$ cat config.mk
export PLATFORM = sky130hd
export DESIGN_NAME = uart_tx_arbiter
export DESIGN_NICKNAME = d
export VERILOG_FILES = /design/src/rtl/uart_tx_arbiter.sv
export SDC_FILE = /design/constraint.sdc
export NUM_CORES = 1
export LEC_CHECK = 0
export ABC_AREA = 1
export CORE_MARGIN = 5
export CORE_UTILIZATION = 59
export CTS_CLUSTER_SIZE = 10
export DETAILED_ROUTE_END_ITERATION = 8
export PLACE_DENSITY = 0.87
export SYNTH_ARGS = -nofsm -noshare
export SYNTH_HDL_FRONTEND = slang
export SYNTH_SLANG_ARGS = --single-unit
$ cat constraint.sdc
create_clock -name clk -period 2.73 [get_ports clk]
set_input_delay 0.6825 -clock clk [delete_from_list [all_inputs] [get_ports clk]]
set_output_delay 0.6825 -clock clk [all_outputs]
set_load 0.1 [all_outputs]
$ cat src/rtl/uart_tx_arbiter.sv
// Round-robin owner of a shared UART transmitter.
// A grant is held for a whole packet, with an idle gap after every byte.
module uart_tx_arbiter #(
    parameter int NUM_REQ    = 4,
    parameter int BIT_MAX    = 8,
    parameter int GAP_CYCLES = 5208,
    parameter int HOLD_MAX   = 520800
) (
    input  logic                       clk,
    input  logic                       rst,
    input  logic [NUM_REQ-1:0]         req_valid,
    input  logic [NUM_REQ*BIT_MAX-1:0] req_data,
    input  logic [NUM_REQ-1:0]         req_last,
    output logic [NUM_REQ-1:0]         req_ready,
    output logic [NUM_REQ-1:0]         grant,
    output logic [BIT_MAX-1:0]         tx_data,
    output logic                       tx_start,
    input  logic                       tx_busy,
    output logic                       arb_busy,
    output logic                       hold_timeout
);

    localparam int IW = (NUM_REQ > 1) ? $clog2(NUM_REQ) : 1;
    localparam int GW = (GAP_CYCLES > 1) ? $clog2(GAP_CYCLES) : 1;
    localparam int HW = (HOLD_MAX > 1) ? $clog2(HOLD_MAX) : 1;
    localparam logic [GW-1:0] GAP_END  = GW'((GAP_CYCLES > 0) ? GAP_CYCLES - 1 : 0);
    localparam logic [HW-1:0] HOLD_END = HW'((HOLD_MAX > 0) ? HOLD_MAX - 1 : 0);
    localparam logic [IW-1:0] PTR_INIT = IW'(NUM_REQ - 1);

    typedef enum logic [2:0] {
        IDLE,
        LOAD,
        WAIT_BUSY,
        WAIT_DONE,
        GAP,
        HOLD
    } state_t;

    state_t             state, state_n;
    logic [NUM_REQ-1:0] grant_n;
    logic [IW-1:0]      owner, owner_n;
    logic [IW-1:0]      last, last_n;
    logic               last_flag, last_flag_n;
    logic [GW-1:0]      gap_cnt, gap_n;
    logic [HW-1:0]      hold_cnt, hold_n;
    logic [BIT_MAX-1:0] data_n;
    logic               timeout_n;
    logic               byte_done;
    logic [IW-1:0]      pick;

    logic [BIT_MAX-1:0] lane [NUM_REQ];

    for (genvar i = 0; i < NUM_REQ; i++) begin : g_lane
        assign lane[i] = req_data[i*BIT_MAX +: BIT_MAX];
    end

    // First valid index after the previous owner, wrapping around.
    function automatic logic [IW-1:0] rr_pick(
        input logic [NUM_REQ-1:0] v,
        input logic [IW-1:0]      p
    );
        logic [IW-1:0] r;
        logic          found;
        int            j;
        r     = p;
        found = 1'b0;
        for (int k = 1; k <= NUM_REQ; k++) begin
            j = (int'(p) + k) % NUM_REQ;
            if (!found && v[j]) begin
                found = 1'b1;
                r     = IW'(j);
            end
        end
        return r;
    endfunction

    assign pick      = rr_pick(req_valid, last);
    assign tx_start  = (state == LOAD);
    assign req_ready = grant & {NUM_REQ{state == LOAD}};
    assign arb_busy  = (state != IDLE);

    always_ff @(posedge clk or negedge rst) begin
        if (!rst) begin
            state        <= IDLE;
            grant        <= '0;
            owner        <= '0;
            last         <= PTR_INIT;
            last_flag    <= 1'b0;
            gap_cnt      <= '0;
            hold_cnt     <= '0;
            tx_data      <= '0;
            hold_timeout <= 1'b0;
        end else begin
            state        <= state_n;
            grant        <= grant_n;
            owner        <= owner_n;
            last         <= last_n;
            last_flag    <= last_flag_n;
            gap_cnt      <= gap_n;
            hold_cnt     <= hold_n;
            tx_data      <= data_n;
            hold_timeout <= timeout_n;
        end
    end

    always_comb begin
        state_n     = state;
        grant_n     = grant;
        owner_n     = owner;
        last_n      = last;
        last_flag_n = last_flag;
        gap_n       = gap_cnt;
        hold_n      = hold_cnt;
        data_n      = tx_data;
        timeout_n   = 1'b0;
        byte_done   = 1'b0;

        unique case (state)
            IDLE: begin
                if (|req_valid) begin
                    owner_n      = pick;
                    grant_n      = '0;
                    grant_n[pick] = 1'b1;
                    data_n       = lane[pick];
                    state_n      = LOAD;
                end
            end
            LOAD: begin
                last_flag_n = req_last[owner];
                state_n     = WAIT_BUSY;
            end
            WAIT_BUSY: begin
                if (tx_busy) begin
                    state_n = WAIT_DONE;
                end
            end
            WAIT_DONE: begin
                if (!tx_busy) begin
                    if (GAP_CYCLES == 0) begin
                        byte_done = 1'b1;
                    end else begin
                        gap_n   = '0;
                        state_n = GAP;
                    end
                end
            end
            GAP: begin
                if (gap_cnt == GAP_END) begin
                    byte_done = 1'b1;
                end else begin
                    gap_n = gap_cnt + 1'b1;
                end
            end
            HOLD: begin
                // A byte arriving on the timeout cycle still goes out.
                if (req_valid[owner]) begin
                    data_n  = lane[owner];
                    state_n = LOAD;
                end else if (hold_cnt == HOLD_END) begin
                    timeout_n = 1'b1;
                    last_n    = owner;
                    grant_n   = '0;
                    state_n   = IDLE;
                end else begin
                    hold_n = hold_cnt + 1'b1;
                end
            end
            default: begin
                grant_n = '0;
                state_n = IDLE;
            end
        endcase

        if (byte_done) begin
            if (last_flag) begin
                last_n  = owner;
                grant_n = '0;
                state_n = IDLE;
            end else if (req_valid[owner]) begin
                data_n  = lane[owner];
                state_n = LOAD;
            end else begin
                hold_n  = '0;
                state_n = HOLD;
            end
        end
    end

endmodule

==> summary.md <==
| Metric | Value |
|---|---|
| Post-DR wirelength/cell | between 10 and 15 um |
| Worst R2R Setup Slack | about 0.53 ns |
| Largest net degree at the start of global routing | 24 |
| Ys Warns | 0 |
| Remaining routing DRC violations | 0 |
| Count of boundary I/O pins | 62 |
| Number of inserted diodes | 0 |
| Post-Synth Adder-Cell Area | less than 1% |
| Number of standard-cell rows in the floorplan | 29 |
| Sequential element share of the synthesized area | 34.0% |
| Worst reg2reg path depth | 13 |
| Setup TNS Final | 0 ns |
| Setup violations, final | 0 |
| Largest fanout of any net on the critical path | 5 |
| First-pass GRT wire length | 18.3 mm |
| Timing startpoint of the critical path | state[1]$_DFFE_PN0P_ |
| Post-route antenna net violation count | 0 |
| Total routing resource utilization after global routing | 26.0% |
| Die width | just over 90 um |
| Std-Cell Core Area | 6390 sq um |
| Highest clock frequency the design can meet | 427 MHz |
| Crit path largest cell delay | roughly 0.4 ns |
| Clock buffers created by TritonCTS | 5 |
| Source-to-sink clock delay at the later pin of the worst-skew pair | just over 0.3 ns |
| Final critical delay including setup and external delays | 2.34 ns |
| Number of clock sinks seen by CTS | 53 |
| Total count of hold-check failures in the final report | 0 |
| Compound-cell area share of the yosys netlist | between 10 and 15% |
| Number of hold-repair buffers added at the cts stage | 0 |
| Run status | complete, no violations |
| Slowest library cell on the worst path | dfrtp_1 |
| Initial core utilization | approximately 61% |
| Detailed Routing Iterations Pass 1 | 5 |
| Number of max-cap violations | 0 |
| Number of slew-limit violations in the final report | 0 |
| Leakage power figure | roughly 2.3 nW |
| Arrival time of data at the critical path endpoint | 1.66 ns |
| Worst slew pin tran | approximately 0.47 ns |
| Die footprint | 8350 sq um |
| Simple-gate share of the synthesized area | between 30% and 40% |
| Global placement routability congestion | between 0.9 and 1 |
| FILL cells | 535 |
| Syn Nets | roughly 640 |
| Root buffer cell | clkbuf_8 |
| Wire length after detailed routing | about 10 mm |
| Cells after synthesis | between 500 and 600 |
| Synth async-reset ratio | 100% |
| Vias in the first global route | 3944 |
| Post-CTS Setup Bufs | 0 |
| Category of the worst setup path capture point | output pin |
| Gates resized, CTS repair | 0 |
| Setup repair after global routing missed its margin | no |
| Vias after detailed routing | 4146 |
| Multiplexer area fraction after synthesis | 0% |
| Sequential cell area | 1330 sq um |
| Critical path required time | 2.05 ns |
| Xor and xnor fraction of the mapped netlist area | approximately 3.8% |
| Final global-route overflow total | 0 |
| CTS H-Tree Depth | 2 |
| Synth-to-Final Area Change | 21.1% |
| Synth cell types | 37 |
| Layout Skew | 0.00716 ns |
| Number of DRC violations after detailed-routing iteration 0 | 383 |
| Mean Syn Cell Area | approximately 6.5 sq um |
| Sort of element at the start of the critical path | register |
| Clk pin slew, worst setup/hold paths | 0.10 ns |
| Relative slew slack | 68.2% |
| Initial antenna violation count | 0 |
| Crit Path Class | register to output pin |
| Max clock buf depth | 2 |
| CP Capture Point | req_ready[3] |
| Fraction of layout cells with a size suffix above 1 | about 12% |
| Port Buffer Count | 61 |
| Via density per instance | 5.59 |
| Minimum hold slack | around 0.23 ns |
| HPWL Detailed | 8.13 mm |
| Combinational family with the most area after synthesis | simple AND/OR/NAND/NOR gates |
| TritonCTS clock tree | done |
| Post-route clock period utilization | a little under nine tenths |
| Vertical die dimension | 91.4 um |
| Post-synthesis instance area | about 4000 sq um |
| Peak supply drop | 721 uV |
| List of cells traversed by the critical path | inv_1, nand2_1, nor2_4, inv_1, nor2_4, buf_12 |
| Number of enable-type register cells in the synthesized netlist | 0 |
| Total number of nets in the final design | 709 |
| Number of synthesized register bits | 53 |
| Primary flip-flop cell chosen by synthesis mapping | dfrtp_1 |
| Reg-to-Reg End | tx_data[1]$_DFF_PN0_ |
| Area used by multi-input combinational logic | around 2200 sq um |
| Total power divided by cell area | 910 nW/um^2 |
| Worst reg2reg path startpoint | last[0]$_DFF_PN1_ |
| Type of the worst min-delay path | input pin to asynchronous set/reset pin |
## cell usage after synthesis (2+ instances only)
master	n	area share (%)
nor4_1	5	0.80
xnor2_1	4	0.90
ha_1	2	0.64
xor2_1	13	2.9
nand3_1	39	5.0
o22ai_1	6	0.96
clkbuf_1	5	0.48
nor2_1	61	5.9
or2_0	2	0.32
nand3_2	2	0.51
nand2_4	4	1.2
dfrtp_1	51	33
nand2_2	11	1.8
nand2_1	152	15
buf_2	2	0.26
inv_2	15	1.4
o21ai_0	42	5.4
nand4_1	10	1.6
o21ai_1	8	1.0
a21oi_1	39	5.0
dfstp_2	2	1.3
o31ai_1	4	0.77
inv_1	82	7.9
buf_6	2	0.58
nor2_2	3	0.48
nor3_1	17	2.2
nor4_2	2	0.64
nand3b_1	4	0.77
## worst min path at each step
stage | start | end | slack, ns
6_report | rst | last_flag$_DFFE_PN0P_ | 0.23
5_1_grt | rst | last_flag$_DFFE_PN0P_ | 0.24
4_1_cts | rst | last_flag$_DFFE_PN0P_ | 0.23
3_5_place_dp | hold_cnt[15]$_DFF_PN0_ | hold_cnt[15]$_DFF_PN0_ | 0.47
3_3_place_gp | hold_cnt[15]$_DFF_PN0_ | hold_cnt[15]$_DFF_PN0_ | 0.46
2_1_floorplan | rst | gap_cnt[0]$_DFFE_PN0P_ | 0.39
## layer usage
layer  vias up  global-route usage, %  wire (um)
li1       2065                      -          -
met1      1884                   34.2       4480
met4         0                   7.46        180
met3        22                   5.37        857
met5         -                      0          0
met2       175                   43.4       4970
## sequential cells by signal, indices dropped and copies added (netlist names)
| signal | count |
|---|---|
| gap_cnt | 13 |
| grant | 4 |
| hold_cnt | 19 |
| hold_timeout | 1 |
| last | 2 |
| last_flag | 1 |
| owner | 2 |
| state | 3 |
| tx_data | 8 |
## critical path, delay by kind of cell (launching register included)
family | cells | cell delay (ns)
buffers and inverters | 3 | 0.49
AND/OR/NAND/NOR | 3 | 0.45
flip-flops | 1 | 0.41
## placed cells by master (no fill, tap or decap), drive strengths merged
master	instances
nand2	167
inv	98
nor2	65
dfrtp	51
o21ai	50
clkdlybuf4s50	41
nand3	41
a21oi	39
buf	28
nor3	19
xor2	13
nand4	10
nor4	7
o22ai	6
clkbuf	6
nand3b	4
xnor2	4
o31ai	4
or2	2
ha	2
clkinv	2
dfstp	2
and3	1
a31oi	1
a22oi	1
o2111ai	1
## metrics by stage
step                utilization [%]  worst slack, ns  cells  power [mW]  instance area, sq um
CTS                            74.1            0.390    742        4.30                  4730
global placement               72.8            0.205    734        3.79                  4650
global route                   74.1            0.259    742        4.61                  4730
finish                         74.1            0.389    742        4.30                  4730
detailed placement             72.8            0.146    734        3.86                  4650
floorplan                         -            0.113    598        3.17                  3940
## cell type report
class	count	share of cell area, %
inverter	98	7.83
sequential	53	28.1
multi-input combinational	437	46.2
clock buffer	6	1.53
clock inverter	2	0.212
timing repair buffer	69	14.1
tap	77	2.04
## report_power, final
part / switching [mW] / leakage, nW / internal, mW / total [mW]
sequential: 0.215 / 0.665 / 1.01 / 1.22
clock: 0.260 / 0.0450 / 0.179 / 0.439
combinational: 1.93 / 1.58 / 0.713 / 2.64
total: 2.40 / 2.29 / 1.90 / 4.30
## cells by family (layout without fill, tap and decap cells)
group | count (synthesis) | in the layout
flip-flops | 53 | 53
buffers and inverters | 108 | 175
XOR/XNOR | 17 | 17
AND/OR/NAND/NOR | 316 | 316
AO/OA/AOI/OAI | 102 | 102
adder cells (fa/ha/maj) | 2 | 2
Power figures use the tool's default switching activity.
==> variant 1, RTL diff (same settings) <==
Change the parameter `BIT_MAX` from 8 to 9.
--- a/src/rtl/uart_tx_arbiter.sv
+++ b/src/rtl/uart_tx_arbiter.sv
@@ -4,3 +4,3 @@
     parameter int NUM_REQ    = 4,
-    parameter int BIT_MAX    = 8,
+    parameter int BIT_MAX    = 9,
     parameter int GAP_CYCLES = 5208,
Interface: changed (resized req_data and tx_data); port bits go from 62 to 67. The function was not compared with the original's and may differ.
==> variant 1 against the unedited design <==
  * Critical path depth stayed put
  * Clock skew grew 5.6 ps
  * Synthesized area increased by 3.6%
  * Worst hold slack better by 260 ps
  * Count of clock-buffer cells in the layout stayed put
  * Final area increased by 3.4%
  * Register-to-register slack lost 70 ps
  * Critical endpoint is now req_ready[1]
  * Via count up 3.1%
  * Combinational power grew 5%
  * Worst setup slack worse by 51 ps
  * Sequential cell count increased by 1
  * Total power is 7.2% higher
  * Routed wire length rose by 2.4%
  * Largest cell class unchanged
==> variant 1: results (changes against the unedited design) <==
- Dpl ws: 123 ps (-22.7 ps)
- LEAKAGE: 2.42 nW (+5.9%)
- Post-Route WL: 10700 µm (+2.4%)
- Worst-margin pin slew: 713 ps (+241 ps)
- First-pass detailed-route iteration total: 5 (unchanged)
- Worst-Skew Late Latency: 310 ps (about the same)
- Synth top cells by count: 179 x nand2_1, 87 x inv_1, 54 x nor2_1, 52 x dfrtp_1
- Layout Nets: 744 (+4.9%)
- Max FO, Critical Path: 5 (unchanged)
- PortBufs: 66 (+8.2%)
- Syn nets: 676 (+5.1%)
- Number of global-route vias before repair: 3934 (-0.25%)
- GP Congestion: 0.936 (-0.36%)
- Register area share after synthesis: 0.335 (-0.00571)
- Via/cell ratio: 5.51 (-1.5%)
- Area post-placement: 4790 µm² (+3.1%)
- DR WL met2: 4990 µm (+0.48%)
- Hpwl dp: 8120 µm (-0.17%)
- Synth warn: 0 (unchanged)
- Initial DRC count: 266 (-31%)
- M1 WL: 4670 µm (+4.1%)
- Setup Skew: 12.7 ps (+5.56 ps)
- Max VDD drop: 0.660 mV (-8.5%)
- CP delay by family, top: simple AND/OR/NAND/NOR gates
- First-pass GRT wire length: 17700 µm (-3.1%)
- DR top layer: met4
- Pin count of the biggest net entering global routing: 55 (+130%)
- All-Layer GR Usage: 0.248 (-0.0122)
- Peak Freq: 418 MHz (-2.1%)
- Status: finished, final reports clean
- Req. time, crit path: 2050 ps (about the same)
- Count of cell types in the netlist: 37 (unchanged)
- Dominant cells by area after synthesis: dfrtp_1 32%, nand2_1 17%, inv_1 8.1%
- Asr flop ratio synth: 1.00 (unchanged)
- Pint: 2.05 mW (+7.8%)
- Proportion of layout cells with a drive suffix above 1: 0.116 (-0.00843)
- TritonCTS Buffers: 5 (unchanged)
- CTS Buffer Depth: 2 (unchanged)
- Critical path's slowest cell: dfrtp_1
- Post-CTS Setup Repair Bufs: 0 (unchanged)
- Biggest regs: hold_cnt (19), gap_cnt (13), tx_data (9)
- WL met3: 822 µm (-4.1%)
variant 1: cell count changes in the layout (fill, tap and decap cells not counted), moves of 4 or more:
cell | unedited run | this run
or2_2 | 0 | 5
inv_1 | 82 | 87
a21oi_1 | 39 | 48
nand3_1 | 39 | 48
nand2_1 | 152 | 179
o31ai_1 | 4 | 0
nor3_1 | 17 | 9
nor2_4 | 6 | 2
nor2_1 | 56 | 49
clkdlybuf4s50_1 | 41 | 45
o21ai_0 | 42 | 46
inv_2 | 15 | 6
variant 1: cell type report:
cell class,count,area [µm²]
multi-input combinational,465,2260
fill,532,1830
sequential,54,1350
timing repair buffer,75,723
inverter,94,355
tap,80,100
clock buffer,6,82.6
clock inverter,2,12.5
variant 1: power by group through the flow:
stage	clock network (mW)	registers, mW	logic, mW
6_report	0.472	1.36	2.78
5_1_grt	0.514	1.40	3.01
4_1_cts	0.481	1.35	2.77
3_5_place_dp	0	1.36	2.76
3_3_place_gp	0	1.36	2.71
2_1_floorplan	0	1.95	1.44
variant 1: per-layer routing:
layer,up-vias,track usage
met5,-,0
met4,0,0.0769
met3,31,0.0406
met2,159,0.419
met1,1935,0.324
li1,2148,-
variant 1: worst reg2reg max path: stages, from the launching register on:
cell and delay (ps):
dfrtp_1 480, ha_1 310, inv_1 100, nor4_2 250, nand3_1 110, nor2_1 110, nand2_1 90, nor2_1 220
nand2_1 280, nor2_1 180, a21oi_1 60
variant 1: kinds of logic after synthesis:
family          share of synthesized area
simple gates                        0.372
flops                               0.335
fa+ha+maj                         0.00618
compound gates                      0.148
xor+xnor                           0.0281
buf+inv                             0.111
variant 1: final timing paths:
kind / from / endpoint / slack, ps / depth (start not counted)
setup / recovery: state[1] / req_ready[1] / 340 / 6
hold / removal: rst / gap_cnt[5] / 490 / 2
hold reg to reg: hold_cnt[14] / hold_cnt[14] / 490 / 1
min in group clk: hold_cnt[14] / hold_cnt[14] / 490 / 1
setup reg to reg: gap_cnt[0] / tx_data[3] / 460 / 10
max in group asynchronous: rst / gap_cnt[6] / 1780 / 2
variant 1: stage by stage:
| stage | TNS, ps | util | hold WS [ps] | total power, mW | std cells |
|---|---|---|---|---|---|
| 2_1_floorplan | -633 | - | 387 | 3.38 | 627 |
| 3_3_place_gp | 0 | 0.714 | 482 | 4.07 | 768 |
| 3_5_place_dp | 0 | 0.714 | 479 | 4.12 | 768 |
| 4_1_cts | 0 | 0.728 | 494 | 4.60 | 776 |
| 5_1_grt | 0 | 0.728 | 519 | 4.92 | 776 |
| 6_report | 0 | 0.728 | 488 | 4.61 | 776 |
==> variant 2, RTL diff (same settings) <==
Without the edit above. `tx_data` no longer has a reset.
--- a/src/rtl/uart_tx_arbiter.sv
+++ b/src/rtl/uart_tx_arbiter.sv
@@ -90,3 +90,2 @@
             hold_cnt     <= '0;
-            tx_data      <= '0;
             hold_timeout <= 1'b0;
@@ -100,5 +99,8 @@
             hold_cnt     <= hold_n;
-            tx_data      <= data_n;
             hold_timeout <= timeout_n;
         end
+    end
+
+    always_ff @(posedge clk) begin
+        tx_data <= data_n;
     end
Function: changed (Yosys sat finds a counterexample within 4 cycles, from zero or initial values and one cycle with rst low).
==> variant 2 against the unedited design <==
  * Total power hardly changed
  * Worst setup slack got worse by 7.9 ps
  * Sequential share of layout area fell by 0.65 points
  * Maximum frequency is 0.34% lower
  * Sequential cell count stayed put
  * Final area fell by 0.71%
  * Utilization shrank 0.11 points
  * Routed wire length decreased by 3.1%
  * Synthesized area is 1.0% lower
  * Count of clock-buffer cells in the layout unchanged
  * Register-to-register slack better by 20 ps
  * Critical path type unchanged
  * Largest cell class unchanged
  * Largest power group unchanged
  * Highest routed layer unchanged
==> variant 2: results (changes against the unedited design) <==
- Status: finished, final reports clean
- TritonCTS Buffers: 5 (unchanged)
- Setup Skew: 11.5 ps (+4.31 ps)
- Post-cts resize count: 0 (unchanged)
- Biggest regs: hold_cnt (19), gap_cnt (13), tx_data (8)
- Asr flop ratio synth: 0.849 (-0.151)
- Syn nets: 643 (unchanged)
- Mapped Cells: 598 (unchanged)
- Post-Layout Cell Count: 741 (-0.13%)
- CTS Buffer Depth: 2 (unchanged)
- Mux cell area share after synthesis: 0 (unchanged)
- Data arrival, critical path: 1670 ps
- PortBufs: 61 (unchanged)
- # diodes: 0 (unchanged)
- Max VDD drop: 0.922 mV (+28%)
- Adder-cell share of the synthesized area: 0.00647 (+0.0000664)
- Initial antenna violation count: 0 (unchanged)
- Filler cell count: 509 (-4.9%)
- Clock Pin Slew Worst Setup and Hold Paths: 100 ps (about the same)
- GP Congestion: 0.909 (-3.3%)
- Worst path max stage delay: 410 ps (about the same)
- LEAKAGE: 2.26 nW (-1.2%)
- Worst-Skew Late Latency: 310 ps (about the same)
- Post-CTS Setup Repair Bufs: 0 (unchanged)
- Count of cell types in the netlist: 38 (+2.7%)
- Hpwl dp: 8000 µm (-1.7%)
- Maxcap violations: 0 (unchanged)
- First-pass detailed-route iteration total: 5 (unchanged)
- Critical path's slowest cell: dfrtp_1
- Max FO, Critical Path: 5 (unchanged)
- Register area share after synthesis: 0.333 (-0.00683)
- Routed len/inst: 13.7 µm (-3.0%)
- Proportion of layout cells with a drive suffix above 1: 0.125 (+0.000188)
- Via/cell ratio: 5.44 (-2.6%)
- Cell chosen for the clock root: clkbuf_8
- Initial DRC count: 212 (-45%)
- All-Layer GR Usage: 0.251 (-0.00956)
- Number of global-route vias before repair: 3957 (+0.33%)
- Slew margin rel.: 0.578 (-0.105)
- H-Tree Depth: 2 (unchanged)
- Synth warn: 0 (unchanged)
- Area post-placement: 4600 µm² (-1.0%)
- Post-synthesis compound-gate area fraction: 0.139 (+0.00142)
- Dominant cells by area after synthesis: dfrtp_1 28%, nand2_1 15%, inv_1 8.0%
- CP delay by family, top: buffers and inverters
- Dpl ws: 142 ps (-3.45 ps)
- Layout Nets: 708 (-0.14%)
- Pin count of the biggest net entering global routing: 24 (unchanged)
- First-pass GRT wire length: 17700 µm (-3.2%)
- Placed instance count: 733 (-0.14%)
- Worst hold-check path type: input pin to async pin
- Synth top cells by count: 152 x nand2_1, 82 x inv_1, 61 x nor2_1, 43 x dfrtp_1, 42 x o21ai_0
- Synth Area in XOR/XNOR: 0.0385 (+0.000395)
[variant 2: changes by cell type in the layout (fill, tap and decap cells not counted), sizes merged]
| cell | before | now |
|---|---|---|
| dfrtp | 51 | 43 |
| buf | 28 | 27 |
| dfxtp | 0 | 8 |
[variant 2: where the power goes]
group          switching [mW]  internal (mW)
logic                    1.89          0.706
registers               0.229           1.01
clock network           0.262          0.206
[variant 2: worst paths after layout]
check                              from            to  slack (ps)  cells past startpoint
max                            state[1]  req_ready[1]         380                      6
min                                 rst      grant[0]         320                      1
max reg2reg                     last[0]    tx_data[6]         550                     15
min reg2reg                hold_cnt[15]  hold_cnt[15]         480                      1
max in group asynchronous           rst       last[0]        1790                      2
min in group clk           hold_cnt[15]  hold_cnt[15]         480                      1
[variant 2: metal layers]
layer  part of all wire  track usage  routed length, µm
met5                  0            0                  0
met4              0.022       0.0758                219
met3              0.057       0.0471                579
met2               0.48        0.430               4870
met1               0.44        0.320               4490
[variant 2: cell type report]
cell class / instances / area [µm²] / area share
clock inverter: 2 / 13.8 / 0.00293
clock buffer: 6 / 82.6 / 0.0176
inverter: 98 / 370 / 0.0788
sequential: 53 / 1290 / 0.274
timing repair buffer: 68 / 661 / 0.141
tap: 77 / 96.3 / 0.0205
multi-input combinational: 437 / 2180 / 0.465
[variant 2: cell families (layout without fill, tap and decap cells)]
kind of cell             count (synthesis)  count (layout)
AND/OR/NAND/NOR                        316             316
buffers and inverters                  108             174
AO/OA/AOI/OAI                          102             102
flip-flops                              53              53
XOR/XNOR                                17              17
adder cells (fa/ha/maj)                  2               2
